### src/rtl/pic_pkg.sv
// Shared types and helpers for the 8259 slave cascade responder.
// Holds the cascade FSM encoding, field widths and the INTA vector composition.
package pic_pkg;

    localparam int CAS_W   = 3;
    localparam int LEVEL_W = 3;
    localparam int BASE_W  = 5;
    localparam int VEC_W   = BASE_W + LEVEL_W;

    typedef enum logic [1:0] {
        ST_IDLE = 2'd0,
        ST_ACK1 = 2'd1,
        ST_GAP  = 2'd2,
        ST_ACK2 = 2'd3
    } cas_state_e;

    // 8086-mode vector: ICW2[7:3] supplies the upper bits, the level the lower three
    function automatic logic [VEC_W-1:0] compose_vector(
        input logic [BASE_W-1:0]  base,
        input logic [LEVEL_W-1:0] level
    );
        return {base, level};
    endfunction

endpackage

### src/rtl/inta_edge_sync.sv
// Synchronises the asynchronous INTA strobe and produces single-cycle
// fall/rise pulses from the synchronised level.
module inta_edge_sync #(
    parameter int SYNC_STAGES = 2
) (
    input  logic clk,
    input  logic rst_n,
    input  logic inta_n,
    output logic fall,
    output logic rise
);

    logic [SYNC_STAGES-1:0] sync_r;
    logic                   prev_r;

    // Synchroniser chain plus one history flop for edge detection; idles high (no ack)
    always_ff @(posedge clk or negedge rst_n) begin
        if (!rst_n) begin
            sync_r <= {SYNC_STAGES{1'b1}};
            prev_r <= 1'b1;
        end else begin
            sync_r <= {sync_r[SYNC_STAGES-2:0], inta_n};
            prev_r <= sync_r[SYNC_STAGES-1];
        end
    end

    // Only fully synchronised bits feed the detector, so fall and rise are exclusive
    assign fall = prev_r & ~sync_r[SYNC_STAGES-1];
    assign rise = ~prev_r & sync_r[SYNC_STAGES-1];

endmodule

### src/rtl/cascade_slave_responder.sv
// Slave-side 8259 cascade responder: follows the two-pulse INTA sequence, matches
// the master's CAS code against this slave's ID and supplies the vector byte.
module cascade_slave_responder
    import pic_pkg::*;
#(
    parameter int SYNC_STAGES = 2,
    parameter int TIMEOUT     = 64
) (
    input  logic               clk,
    input  logic               rst_n,
    input  logic               inta_n,
    input  logic [CAS_W-1:0]   cas_in,
    input  logic               sp_en,
    input  logic [CAS_W-1:0]   slave_id,
    input  logic               int_pending,
    input  logic [LEVEL_W-1:0] irq_level,
    input  logic [BASE_W-1:0]  vector_base,
    input  logic               aeoi,
    output logic [VEC_W-1:0]   data_out,
    output logic               data_oe,
    output logic               selected,
    output logic               isr_set,
    output logic               isr_clr,
    output logic [LEVEL_W-1:0] isr_level,
    output logic               timeout_err
);

    localparam int TMO_W = $clog2(TIMEOUT + 1);
    localparam logic [TMO_W-1:0] TMO_LAST = TMO_W'(TIMEOUT - 1);

    logic               fall_s;
    logic               rise_s;
    logic               cas_hit_s;

    cas_state_e         state_r;
    logic               pend_r;
    logic               selected_r;
    logic               data_oe_r;
    logic [VEC_W-1:0]   data_out_r;
    logic               isr_set_r;
    logic               isr_clr_r;
    logic [LEVEL_W-1:0] isr_level_r;
    logic               timeout_err_r;
    logic [TMO_W-1:0]   tmo_cnt_r;

    inta_edge_sync #(
        .SYNC_STAGES (SYNC_STAGES)
    ) u_inta_edge_sync (
        .clk    (clk),
        .rst_n  (rst_n),
        .inta_n (inta_n),
        .fall   (fall_s),
        .rise   (rise_s)
    );

    assign cas_hit_s = (cas_in == slave_id) && pend_r;

    // Cascade sequence FSM with registered outputs; strobes default low every cycle
    always_ff @(posedge clk or negedge rst_n) begin
        if (!rst_n) begin
            state_r       <= ST_IDLE;
            pend_r        <= 1'b0;
            selected_r    <= 1'b0;
            data_oe_r     <= 1'b0;
            data_out_r    <= {VEC_W{1'b0}};
            isr_set_r     <= 1'b0;
            isr_clr_r     <= 1'b0;
            isr_level_r   <= {LEVEL_W{1'b0}};
            timeout_err_r <= 1'b0;
            tmo_cnt_r     <= {TMO_W{1'b0}};
        end else begin
            isr_set_r     <= 1'b0;
            isr_clr_r     <= 1'b0;
            timeout_err_r <= 1'b0;
            if (sp_en) begin
                // A master never answers as a slave, whatever state it was in
                state_r    <= ST_IDLE;
                selected_r <= 1'b0;
                data_oe_r  <= 1'b0;
                data_out_r <= {VEC_W{1'b0}};
                tmo_cnt_r  <= {TMO_W{1'b0}};
            end else begin
                case (state_r)
                    ST_IDLE: begin
                        if (fall_s) begin
                            state_r     <= ST_ACK1;
                            isr_level_r <= irq_level;
                            pend_r      <= int_pending;
                        end
                    end
                    ST_ACK1: begin
                        if (rise_s) begin
                            state_r    <= ST_GAP;
                            tmo_cnt_r  <= {TMO_W{1'b0}};
                            selected_r <= cas_hit_s;
                            isr_set_r  <= cas_hit_s;
                        end
                    end
                    ST_GAP: begin
                        if (fall_s) begin
                            state_r   <= ST_ACK2;
                            tmo_cnt_r <= {TMO_W{1'b0}};
                            if (selected_r) begin
                                data_oe_r  <= 1'b1;
                                data_out_r <= compose_vector(vector_base, isr_level_r);
                            end
                        end else if (tmo_cnt_r == TMO_LAST) begin
                            // Second pulse never came: abandon without touching ISR
                            state_r       <= ST_IDLE;
                            tmo_cnt_r     <= {TMO_W{1'b0}};
                            selected_r    <= 1'b0;
                            timeout_err_r <= 1'b1;
                        end else begin
                            tmo_cnt_r <= tmo_cnt_r + {{(TMO_W-1){1'b0}}, 1'b1};
                        end
                    end
                    ST_ACK2: begin
                        if (rise_s) begin
                            state_r    <= ST_IDLE;
                            data_oe_r  <= 1'b0;
                            data_out_r <= {VEC_W{1'b0}};
                            isr_clr_r  <= selected_r & aeoi;
                            selected_r <= 1'b0;
                        end
                    end
                    default: begin
                        state_r    <= ST_IDLE;
                        selected_r <= 1'b0;
                        data_oe_r  <= 1'b0;
                        data_out_r <= {VEC_W{1'b0}};
                        tmo_cnt_r  <= {TMO_W{1'b0}};
                    end
                endcase
            end
        end
    end

    assign data_out    = data_out_r;
    assign data_oe     = data_oe_r;
    assign selected    = selected_r;
    assign isr_set     = isr_set_r;
    assign isr_clr     = isr_clr_r;
    assign isr_level   = isr_level_r;
    assign timeout_err = timeout_err_r;

endmodule

### config.mk
export PLATFORM = sky130hd
export DESIGN_NAME = cascade_slave_responder
export DESIGN_NICKNAME = d
export VERILOG_FILES = /design/src/rtl/pic_pkg.sv /design/src/rtl/inta_edge_sync.sv /design/src/rtl/cascade_slave_responder.sv
export SDC_FILE = /design/constraint.sdc
export NUM_CORES = 1
export LEC_CHECK = 0
export CORE_ASPECT_RATIO = 0.75
export CORE_MARGIN = 2
export CORE_UTILIZATION = 40
export DETAILED_ROUTE_END_ITERATION = 7
export GPL_ROUTABILITY_DRIVEN = 0
export GPL_TIMING_DRIVEN = 0
export PLACE_DENSITY = 0.65
export SLEW_MARGIN = 20
export SYNTH_ARGS = -nofsm -noshare
export SYNTH_HDL_FRONTEND = slang
export SYNTH_SLANG_ARGS = --single-unit
### constraint.sdc
create_clock -name clk -period 2.7 [get_ports clk]
set_clock_uncertainty 0.1 [all_clocks]
set_input_delay 0.81 -clock clk [delete_from_list [all_inputs] [get_ports clk]]
set_output_delay 0.81 -clock clk [all_outputs]
set_load 0.05 [all_outputs]
==> results by group <==
Status
  – Outcome: finished clean

Logic synthesis
  – Syn Area/Cell: 10.81 sq um
  – Gate Count Post-Synth: 141
  – Largest family of logic cells by synthesized area: simple AND/OR/NAND/NOR gates
  – Ys flop type: dfrtp_1
  – Post-synthesis register bit count: 29
  – Yosys warning count: 0
  – Most common cell in the netlist: dfrtp_1
  – Complex-gate fraction of the synthesized area: 14.20%
  – Mux contribution to synthesized area: approximately a tenth
  – Simple-gate portion of the synthesized area: 15.60%
  – Seq/Total Area, Yosys: 47.87%
  – Async S/R FF share, synth: 100.0%
  – Syn Std Cell Area: between 0.0015 and 0.002 sq mm
  – Syn Nets: 167
  – Leading cell types by total area after synthesis: dfrtp_1 43%, mux2i_1 5.3%, dfstp_2 5.2%, ha_1 4.9%, mux2_1 3.7%
  – Post-synth top area cell: dfrtp_1
  – Most common library cells after synthesis: 26 x dfrtp_1, 13 x inv_1, 12 x nand2_1
  – Synth Area in Adders: 5.583%
  – Xor/xnor share of the synthesized area: roughly 1.7%
  – Post-synth EDFFs: 0
  – Number of distinct library cells after synthesis: 43
  – Top-area cell type share of the netlist area: 42.69%

Drt
  – Routed Wire Length: 3222 um
  – Drt pass-1 iters: 4
  – Via Count: approximately 1200
  – DR iter-0 viols: 70
  – Drt via density: between 5 and 6
  – Antenna Violating Nets Remaining: 0
  – WL/cell: 13.71 um
  – DRC violations left: 0

STA
  – TNS Setup: 0 ns
  – Worst-margin pin slew: 0.7269 ns
  – Max-slew headroom: 51.36%
  – Endpoints failing setup: 0
  – Minimum clock period: 2.406 ns
  – RSZ-0062 raised after global routing: false
  – F_max: a little over 400 MHz
  – Slew Viols, Final: 0
  – Final Hold Viols: 0
  – Tcrit/Tclk final: 89.11%

Pwr
  – Clock share of power: 25.0%
  – Int Pwr: 924.5 uW
  – Sw Share: 38.01%
  – Pwr dens: roughly 740 mW/mm^2
  – Switching power: 566.8 uW
  – Worst VDD drop: 0.4499 mV
  – Leak pwr: 0.9036 nW
  – Seq pwr share: between 30% and 40%
  – Comb power frac: 37.9%
  – Power consumption: 1.491 mW

Die
  – DIE WIDTH: 75.28 um
  – Starting Density: between 40% and 50%
  – Full die area: between 0.004 and 0.005 sq mm
  – Site Rows: 19
  – Core area: 0.003661 sq mm
  – Die Y: 57.46 um
  – I/O pin total: 36

Clocking
  – Clock buffer depth: 2
  – Clk slew on worst S/H paths: roughly 0.07 ns
  – CTS tree: built
  – Later-pin clock latency in the skew report: 0.28 ns
  – CTS HTree Levels: 2
  – Post-CTS Resized: 0
  – Hold-fix buffers at CTS: 0
  – Master cell of the clock root buffer: clkbuf_8
  – CTS Buf Count: 5
  – Post-CTS Setup Inserts: 0
  – CTS Sinks: 29

GRT
  – Vias in the first global route: 1231
  – First-pass GRT wire length: 5637 um
  – Largest net degree at the start of global routing: 30
  – GRT Util Overall: 17.38%
  – GRT overflow: 0
  – Initial antenna violation count: 0

Worst setup path
  – R2R Path Start: state_r[0]
  – Worst Reg-to-Reg Cells: 7
  – Slowest Stage Delay on Critical Path: 0.82 ns
  – Crit path kind: reg2out
  – CP Max Fanout: 4
  – Worst path required time: 1.79 ns
  – Startpoint Class: flop
  – Crit end category: output pin
  – Slowest-stage cell, CP: clkdlybuf4s50_1
  – Reg2Reg Setup Slack: 0.59 ns
  – FF-to-FF End: tmo_cnt_r[0]
  – CP Data Arrival Time: 1.50 ns
  – CP top delay family: buffers and inverters
  – CP cell instances: clkdlybuf4s50_1
  – Critical path buffers and inverters: 1

Worst hold path
  – HP Start: u_inta_edge_sync.sync_r[0]
  – HP Class: reg2reg
  – Hold path depth: 0
  – Worst Hold End: u_inta_edge_sync.sync_r[1]

Final layout
  – Nets: 208
  – Diodes inserted: 0
  – Final-layout fill cell count: approximately 330
  – P&R area growth vs syn: 32.59%
  – Layout cell share with drive strength beyond 1: 12.02%

Job
  – Max-cap violations: 0

Place
  – Post-DP HPWL: 2394 um
  – IO Port Bufs: 34
## final cells by class
cell class	count	area, sq um	share of cell area, %
Timing Repair Buffer	34	335.3	16.59
Buffer	5	32.53	1.610
Inverter	13	48.80	2.415
Sequential cell	29	729.5	36.10
Clock buffer	6	82.58	4.087
Multi-Input combinational cell	94	713.2	35.29
Tap cell	52	65.06	3.220
Clock inverter	2	13.76	0.6811
## worst register-to-register path: stages, from the launching register on
cell	delay (ns)
dfrtp_1	0.39
inv_1	0.11
ha_1	0.20
buf_2	0.18
nor2b_1	0.17
a211oi_2	0.42
nor2_1	0.15
mux2_2	0.29
## how the worst max path moves through the flow
stage                  from      endpoint  depth (start not counted)  slack (ns)
2_1_floorplan         sp_en  isr_level[0]                          5        0.71
3_3_place_gp          rst_n   timeout_err                          1        0.25
3_5_place_dp          sp_en  isr_level[0]                          5        0.51
4_1_cts        isr_level[1]  isr_level[1]                          1        0.28
5_1_grt            selected      selected                          1        0.25
6_report           selected      selected                          1        0.29
## power groups by stage
stage | Sequential, mW | Clock (mW) | Combinational, mW
5_1_grt | 0.561 | 0.411 | 0.607
4_1_cts | 0.553 | 0.385 | 0.568
3_5_place_dp | 0.560 | 0 | 0.565
2_1_floorplan | 0.722 | 0 | 0.211
6_report | 0.552 | 0.374 | 0.565
3_3_place_gp | 0.556 | 0 | 0.557
## cells in the final DEF (no fill, tap or decap), types with 2 or more instances in the layout
cell type        netlist  final
a21o_1                 2      2
a21oi_1                2      2
a22o_1                 2      2
and3_1                 3      3
buf_2                  2      3
clkbuf_8               0      6
clkdlybuf4s50_1        0     33
dfrtp_1               26     26
dfstp_2                3      3
ha_1                   6      6
inv_1                 13     13
mux2_1                 5      5
mux2i_1                8      8
nand2_1               12     12
nand2b_1               2      2
nand3_1                4      4
nand3b_1               2      2
nand4_1                2      2
nor2_1                 6      6
nor2b_1                5      5
nor3_1                 2      2
nor4b_1                2      2
o211ai_1               2      2
o21ai_0                5      5
o21ai_1                2      2
o31a_1                 2      2
xnor2_1                3      3
## logic make-up (layout without fill, tap and decap cells)
kind of cell | after synthesis | in the layout
multiplexers | 14 | 14
adder cells (fa/ha/maj) | 7 | 7
AND/OR/NAND/NOR | 44 | 44
XOR/XNOR | 3 | 3
buffers and inverters | 18 | 60
flip-flops | 29 | 29
AO/OA/AOI/OAI | 26 | 26
## metal layers
layer	share of wire, %	up-vias	wire (um)	global-route usage, %
li1	-	579	-	-
met1	48	573	1533	23.17
met2	47	25	1516	26.94
met3	3.5	7	114	4.417
met4	1.8	0	57	7.268
met5	0	-	0	0
## through the flow
stage               setup WS, ns  std cells  hold slack, ns  utilization [%]  area (sq um)
finish                    0.2940        235          0.2634            55.19          2021
global route              0.2463        235          0.2679            55.19          2021
CTS                       0.2835        235          0.2653            55.19          2021
detailed placement        0.5100        227          0.2550            52.56          1924
global placement          0.2531        227          0.2483            52.70          1929
floorplan                 0.7081        141          0.2452                -          1524
## state kept, by name, summed over array words and instances, names as in the netlist
signal,cells
data_out,8
tmo_cnt_r,7
isr_level,3
state_r,2
u_inta_edge_sync.sync_r,2
data_oe,1
isr_clr,1
isr_set,1
pend_r,1
selected,1
timeout_err,1
u_inta_edge_sync.prev_r,1
No activity file was read; power rests on OpenSTA's default activity.
